$ cat src/rtl/sfp_inv_lerp_pkg.sv
// Shared types for the vector inverse-lerp block.
// Contents:
//   state_e      - top-level sequencer states
//   comp_cycles  - cycles spent per component (setup + OW divide steps + finish)
package sfp_inv_lerp_pkg;

  typedef enum logic [2:0] {
    StIdle,
    StSetup,
    StDiv,
    StFin,
    StDone
  } state_e;

  // Per-component cost; total latency from accept to out_valid is N times this.
  function automatic int unsigned comp_cycles(input int unsigned ow);
    return ow + 2;
  endfunction

endpackage

$ cat src/rtl/sfp_seq_div.sv
// Unsigned sequential restoring divider, one quotient bit per cycle, MSB first.
// Ports:
//   clk, rst     - clock, synchronous active-high reset
//   i_start      - load dividend/divisor; stepping begins the following cycle
//   i_dividend   - DW-bit unsigned dividend
//   i_divisor    - DVW-bit unsigned divisor
//   o_done       - high during the cycle that resolves the last quotient bit
//   o_quot       - QW-bit quotient, valid the cycle after o_done
// The caller guarantees dividend < divisor << QW (and DW-QW <= DVW) whenever it
// uses the quotient; otherwise the result is meaningless but the timing is fixed.
module sfp_seq_div #(
  parameter int unsigned DW  = 31,
  parameter int unsigned DVW = 17,
  parameter int unsigned QW  = 16
) (
  input  logic           clk,
  input  logic           rst,
  input  logic           i_start,
  input  logic [DW-1:0]  i_dividend,
  input  logic [DVW-1:0] i_divisor,
  output logic           o_done,
  output logic [QW-1:0]  o_quot
);

  localparam int unsigned CW = (QW > 1) ? $clog2(QW) : 1;

  logic [DVW-1:0] r_rem;
  logic [DVW-1:0] r_div;
  // Holds the unconsumed low dividend bits; quotient bits shift in at the bottom.
  logic [QW-1:0]  r_sh;
  logic [CW-1:0]  r_cnt;
  logic           r_busy;

  logic [DVW:0]   w_trial;
  logic           w_ge;
  logic [DVW-1:0] w_diff;

  always_comb begin
    w_trial = {r_rem, r_sh[QW-1]};
    w_ge    = (w_trial >= {1'b0, r_div});
    // When w_ge the difference is below r_div, so the low DVW bits are exact.
    w_diff  = w_trial[DVW-1:0] - r_div;
  end

  always_ff @(posedge clk) begin
    if (rst) begin
      r_rem  <= '0;
      r_div  <= '0;
      r_sh   <= '0;
      r_cnt  <= '0;
      r_busy <= 1'b0;
    end else if (i_start) begin
      r_rem  <= DVW'(i_dividend[DW-1:QW]);
      r_div  <= i_divisor;
      r_sh   <= i_dividend[QW-1:0];
      r_cnt  <= '0;
      r_busy <= 1'b1;
    end else if (r_busy) begin
      r_rem <= w_ge ? w_diff : w_trial[DVW-1:0];
      r_sh  <= {r_sh[QW-2:0], w_ge};
      r_cnt <= r_cnt + CW'(1);
      if (r_cnt == CW'(QW - 1)) r_busy <= 1'b0;
    end
  end

  assign o_done = r_busy && (r_cnt == CW'(QW - 1));
  assign o_quot = r_sh;

endmodule

$ cat src/rtl/sfp_vec_inv_lerp.sv
// Vector inverse lerp: per component t = (v - a) / (b - a) in signed fixed point.
// Components are processed 0..N-1 through one shared restoring divider.
// Ports:
//   clk, rst              - clock, synchronous active-high reset
//   in_valid / in_ready   - request handshake; a, b, v captured on accept
//   a, b, v               - N x (IW+QW) two's complement inputs
//   out_valid / out_ready - result handshake; t, dz held until consumed
//   t                     - N x (OIW+OQW) signed result
//   dz                    - per-component divide-by-zero flag (b == a)
module sfp_vec_inv_lerp
  import sfp_inv_lerp_pkg::*;
#(
  parameter int unsigned N     = 3,
  parameter int unsigned CLAMP = 0,
  parameter int unsigned IW    = 8,
  parameter int unsigned QW    = 8,
  parameter int unsigned OIW   = 2,
  parameter int unsigned OQW   = 14
) (
  input  logic                         clk,
  input  logic                         rst,
  input  logic                         in_valid,
  output logic                         in_ready,
  input  logic [N-1:0][IW+QW-1:0]      a,
  input  logic [N-1:0][IW+QW-1:0]      b,
  input  logic [N-1:0][IW+QW-1:0]      v,
  output logic                         out_valid,
  input  logic                         out_ready,
  output logic [N-1:0][OIW+OQW-1:0]    t,
  output logic [N-1:0]                 dz
);

  localparam int unsigned W  = IW + QW;
  localparam int unsigned OW = OIW + OQW;
  localparam int unsigned KW = (N > 1) ? $clog2(N) : 1;
  localparam int unsigned DW = W + 1 + OQW;
  localparam logic [OW-1:0] One    = OW'(1) << OQW;
  localparam logic [OW-1:0] PosMax = {1'b0, {(OW-1){1'b1}}};
  localparam logic [OW-1:0] NegMin = {1'b1, {(OW-1){1'b0}}};

  state_e                r_state, w_state_d;
  logic [N-1:0][W-1:0]   r_a, r_b, r_v;
  logic [KW-1:0]         r_k;
  logic                  r_neg, r_zero, r_ovf;
  logic [N-1:0][OW-1:0]  r_t;
  logic [N-1:0]          r_dz;

  logic [W-1:0]  w_ak, w_bk, w_vk;
  logic [W:0]    w_num, w_den, w_num_abs, w_den_abs;
  logic          w_cmp_ovf;
  logic          w_start, w_div_done, w_last_k;
  logic [OW-1:0] w_quot, w_res, w_final;
  logic          w_sat;

  // Component datapath: W+1-bit differences cannot overflow.
  always_comb begin
    w_ak      = r_a[r_k];
    w_bk      = r_b[r_k];
    w_vk      = r_v[r_k];
    w_num     = {w_vk[W-1], w_vk} - {w_ak[W-1], w_ak};
    w_den     = {w_bk[W-1], w_bk} - {w_ak[W-1], w_ak};
    w_num_abs = w_num[W] ? -w_num : w_num;
    w_den_abs = w_den[W] ? -w_den : w_den;
    // Quotient would need more than OW magnitude bits.
    w_cmp_ovf = {{OIW{1'b0}}, w_num_abs} >= {w_den_abs, {OIW{1'b0}}};
  end

  sfp_seq_div #(
    .DW  (DW),
    .DVW (W + 1),
    .QW  (OW)
  ) u_div (
    .clk        (clk),
    .rst        (rst),
    .i_start    (w_start),
    .i_dividend ({w_num_abs, {OQW{1'b0}}}),
    .i_divisor  (w_den_abs),
    .o_done     (w_div_done),
    .o_quot     (w_quot)
  );

  // Sign application, saturation and optional clamp of the finished quotient.
  always_comb begin
    // Negative results may reach exactly -2^(OW-1); positive ones stop at 2^(OW-1)-1.
    w_sat = r_ovf || (!r_neg && w_quot[OW-1]) ||
            (r_neg && w_quot[OW-1] && (|w_quot[OW-2:0]));
    if (r_zero) begin
      w_res = '0;
    end else if (w_sat) begin
      w_res = r_neg ? NegMin : PosMax;
    end else begin
      w_res = r_neg ? -w_quot : w_quot;
    end
    w_final = w_res;
    if (CLAMP != 0) begin
      if (w_res[OW-1])     w_final = '0;
      else if (w_res > One) w_final = One;
    end
  end

  always_comb begin
    w_state_d = r_state;
    w_start   = 1'b0;
    w_last_k  = (r_k == KW'(N - 1));
    unique case (r_state)
      StIdle:  if (in_valid) w_state_d = StSetup;
      StSetup: begin
        w_start   = 1'b1;
        w_state_d = StDiv;
      end
      StDiv:   if (w_div_done) w_state_d = StFin;
      StFin:   w_state_d = w_last_k ? StDone : StSetup;
      StDone:  if (out_ready) w_state_d = StIdle;
      default: w_state_d = StIdle;
    endcase
  end

  always_ff @(posedge clk) begin
    if (rst) begin
      r_state <= StIdle;
      r_a     <= '0;
      r_b     <= '0;
      r_v     <= '0;
      r_k     <= '0;
      r_neg   <= 1'b0;
      r_zero  <= 1'b0;
      r_ovf   <= 1'b0;
      r_t     <= '0;
      r_dz    <= '0;
    end else begin
      r_state <= w_state_d;
      if (r_state == StIdle && in_valid) begin
        r_a  <= a;
        r_b  <= b;
        r_v  <= v;
        r_k  <= '0;
        r_dz <= '0;
      end
      if (r_state == StSetup) begin
        r_neg  <= w_num[W] ^ w_den[W];
        r_zero <= (w_den == '0);
        r_ovf  <= (w_den != '0) && w_cmp_ovf;
      end
      if (r_state == StFin) begin
        r_t[r_k]  <= w_final;
        r_dz[r_k] <= r_zero;
        if (!w_last_k) r_k <= r_k + KW'(1);
      end
    end
  end

  assign in_ready  = (r_state == StIdle);
  assign out_valid = (r_state == StDone);
  assign t         = r_t;
  assign dz        = r_dz;

endmodule

$ cat config.mk
export PLATFORM = sky130hd
export DESIGN_NAME = sfp_vec_inv_lerp
export DESIGN_NICKNAME = d
export VERILOG_FILES = /design/src/rtl/sfp_inv_lerp_pkg.sv /design/src/rtl/sfp_seq_div.sv /design/src/rtl/sfp_vec_inv_lerp.sv
export SDC_FILE = /design/constraint.sdc
export NUM_CORES = 1
export LEC_CHECK = 0
export ABC_AREA = 1
export CORE_ASPECT_RATIO = 0.7
export CORE_MARGIN = 2
export CORE_UTILIZATION = 45
export CTS_CLUSTER_SIZE = 14
export DETAILED_ROUTE_END_ITERATION = 10
export GPL_TIMING_DRIVEN = 0
export PLACE_DENSITY = 0.8
export SLEW_MARGIN = 25
export SYNTH_ARGS = -nofsm -noshare
export SYNTH_HDL_FRONTEND = slang
export SYNTH_HIERARCHICAL = 1
export SYNTH_SLANG_ARGS = --single-unit
$ cat constraint.sdc
create_clock -name clk -period 9 [get_ports clk]
set_input_delay 1.8 -clock clk [delete_from_list [all_inputs] [get_ports clk]]
set_output_delay 1.8 -clock clk [all_outputs]
set_load 0.02 [all_outputs]
==> flow_summary.ini <==
[status]
run_status = finished, final reports clean

[global_routing]
grt_start_max_net_pins = 15
grt_usage_pct = 29.5
grtUsageMet1_pct = 44.2
busiest_layer = met1
antenna_found_initial = 1
met3_usage_pct = 6.35
grt_pass1_vias = 15000
grtUsageMet2_pct = 43.7
grt_pass1_wl_um = 80000
gr-total-overflow = 0

[critical_path]
reg2reg_depth = 31
critical-path-top-delay-family = simple AND/OR/NAND/NOR gates
start_kind = flip-flop
endpoint_kind = flip-flop
cpMostUsedCell = nand2_1
critical_path_class = flip-flop to flip-flop
reg2reg_slack_ps = 2470
path_max_fanout = 10
slowest_stage = nor2_1
path_depth = 31
cp.arrival_ps = 6960
path_buf_inv = 5
worstPathRequired_ps = 9420
cpPeakStageDelay_ps = 640

[timing]
fmax_mhz = 153
fin_crit_ps = 6530
setup_viol_count_final = 0
worst_pin_slew_ps = 815
post-route-period-util_pct = 72.6
hold_violations = 0
rsz0062_at_grt = no
fin_tns_setup_ps = 0
relSlewSlack_pct = 45.7
fin_skew_ps = 20.2
drv_slew = 0

[min_path]
hold_depth = 2
hp-class = flip-flop to flip-flop

[cts]
ctsResizeCount = 0
cts_tree = done
cts_hold_buf = 0
clock-sinks = 258
clk_pin_slew_ps = 70
clk_latency_ps = 550
postCtsSetupBuffers = 0
ctsRootBufferMaster = clkbuf_16
htreeDepth = 1
numCtsBuffers = 25
clk_path_buf_depth = 3

[routing]
via_count = 16000
drt_iter0_markers = 1944
drc = 0
wl_per_cell_um = 18.1
wl_um = 51400
dr.pass1.iters = 6
drtAntennaViolNets = 0
viasPerCell = 5.63

[die]
die-area_um2 = 34200
die_h_um = 155
num_io_pins = 201
core_area_um2 = 32300
rows = 55
initial_core_util_pct = 45.6
die_x_um = 220

[power]
total_power_uw = 5760
ir_drop_uv = 167
p_per_area_nw_per_um2 = 317
leakage_uw = 0.00789

[yosys]
yosys.cell_types.count = 55
synth_cells = 2155
async_flop_share_pct = 0
syn_area_um2 = 14700
synth.area.top_cells = dfxtp_1 (35%), nand2_1 (11%), a21oi_1 (9.9%)
synth_top_area_cell = dfxtp_1
ys_seq_elements = 258
synth_seq_area_share_pct = 35.1
ys.flop_type = dfxtp_1
synth_top_area_share_pct = 35.1
synth-edff-count = 0
synth_area_per_cell_um2 = 6.83
ys.warnings.count = 6

[place]
gp_congestion = 0.937
portBuffers = 199
place_area_um2 = 17300
hpwl_um = 40300

[cells_and_area]
fin_util_pct = 56.2
finish.instance_area_um2 = 18100
n_antenna_cell = 0
drive_above_1_share_pct = 4.85
syn_to_final_growth_pct = 23.2
nNetsFinal = 2612
fillers = 2970

[job]
cap_viol_max_count = 0
path summary, 6_finish.rpt:
kind,from,endpoint
worst max-delay path,r_k[0],r_ovf
worst min-delay path,r_v[40],r_v[40]
worst max register to register,r_k[0],r_ovf
worst min register to register,r_v[40],r_v[40]
logic make-up (layout without fill, tap and decap cells):
| kind of cell | after synthesis | after routing | synth area share (%) |
|---|---|---|---|
| buffers and inverters | 413 | 656 | 11.1 |
| AOI/OAI and AO/OA | 601 | 601 | 22.4 |
| adders and majority gates | 70 | 70 | 6.10 |
| xor gates and xnor gates | 49 | 49 | 2.91 |
| other | 1 | 14 | 0.0255 |
| and+or+nand+nor | 763 | 763 | 22.5 |
| DFF | 258 | 258 | 35.1 |
final cells by class:
cell class	instances	area, um2	area share [%]
tap	427	534	2.94
timing repair buffer	199	1990	11.0
sequential	258	5160	28.5
clock buffer	33	706	3.89
inverter	304	1140	6.29
clock inverter	11	139	0.765
buffer	109	488	2.69
multi-input combinational	1497	7980	44.0
sequential cells by signal, summed over array words and instances, names as in the netlist:
signal and count:
r_a 48, r_b 48, r_v 48, t 48, u_div/r_div 17, u_div/r_rem 17
u_div/o_quot 16, u_div/r_cnt 4, dz 3, r_state 3, r_k 2, r_neg 1
r_ovf 1, r_zero 1, u_div/r_busy 1
synth_stat cells (14+ instances only):
master / n
a21oi_1: 291
a22oi_1: 35
clkbuf_1: 90
dfxtp_1: 258
ha_1: 67
inv_1: 285
inv_2: 17
nand2_1: 430
nand3_1: 146
nor2_1: 100
o21ai_0: 193
o221ai_1: 14
o22ai_1: 17
xnor2_1: 17
xor2_1: 32
tightest hold or removal path, delay by kind of cell, from the launching register on:
kind	cells	cell delay, ps
flip-flops	1	300
buffers and inverters	1	60
AO/OA/AOI/OAI	1	50
per-stage QoR:
stage / worst slack, ps / cells / hold slack (ps)
5_1_grt: 2130 / 2838 / 462
3_3_place_gp: 2950 / 2794 / 435
6_report: 2470 / 2838 / 454
2_1_floorplan: 4530 / 2168 / 425
3_5_place_dp: 2920 / 2794 / 439
4_1_cts: 2880 / 2838 / 448
metal layers:
metal	wire, um	part of all wire [%]
met2	21000	41
met1	24000	47
met3	5680	11
met5	13	0.025
met4	673	1.3
where the power goes:
| part | total, uW | internal (uW) | switching (uW) | leakage [uW] |
|---|---|---|---|---|
| logic | 3270 | 1130 | 2140 | 0.00536 |
| registers | 1380 | 1290 | 90.5 | 0.00211 |
| clock network | 1110 | 637 | 474 | 0.000414 |
| total | 5760 | 3050 | 2700 | 0.00789 |
cells in the final DEF (no fill, tap or decap), drive strengths merged, types with 15 or more instances in the layout:
cell           count
nand2            442
inv              303
a21oi            297
dfxtp            258
o21ai            200
clkdlybuf4s50    199
nand3            151
clkbuf           126
nor2             112
ha                67
a22oi             35
xor2              32
xnor2             17
o22ai             17
nor3              16
buf               15
(Power assumes the default switching activity.)
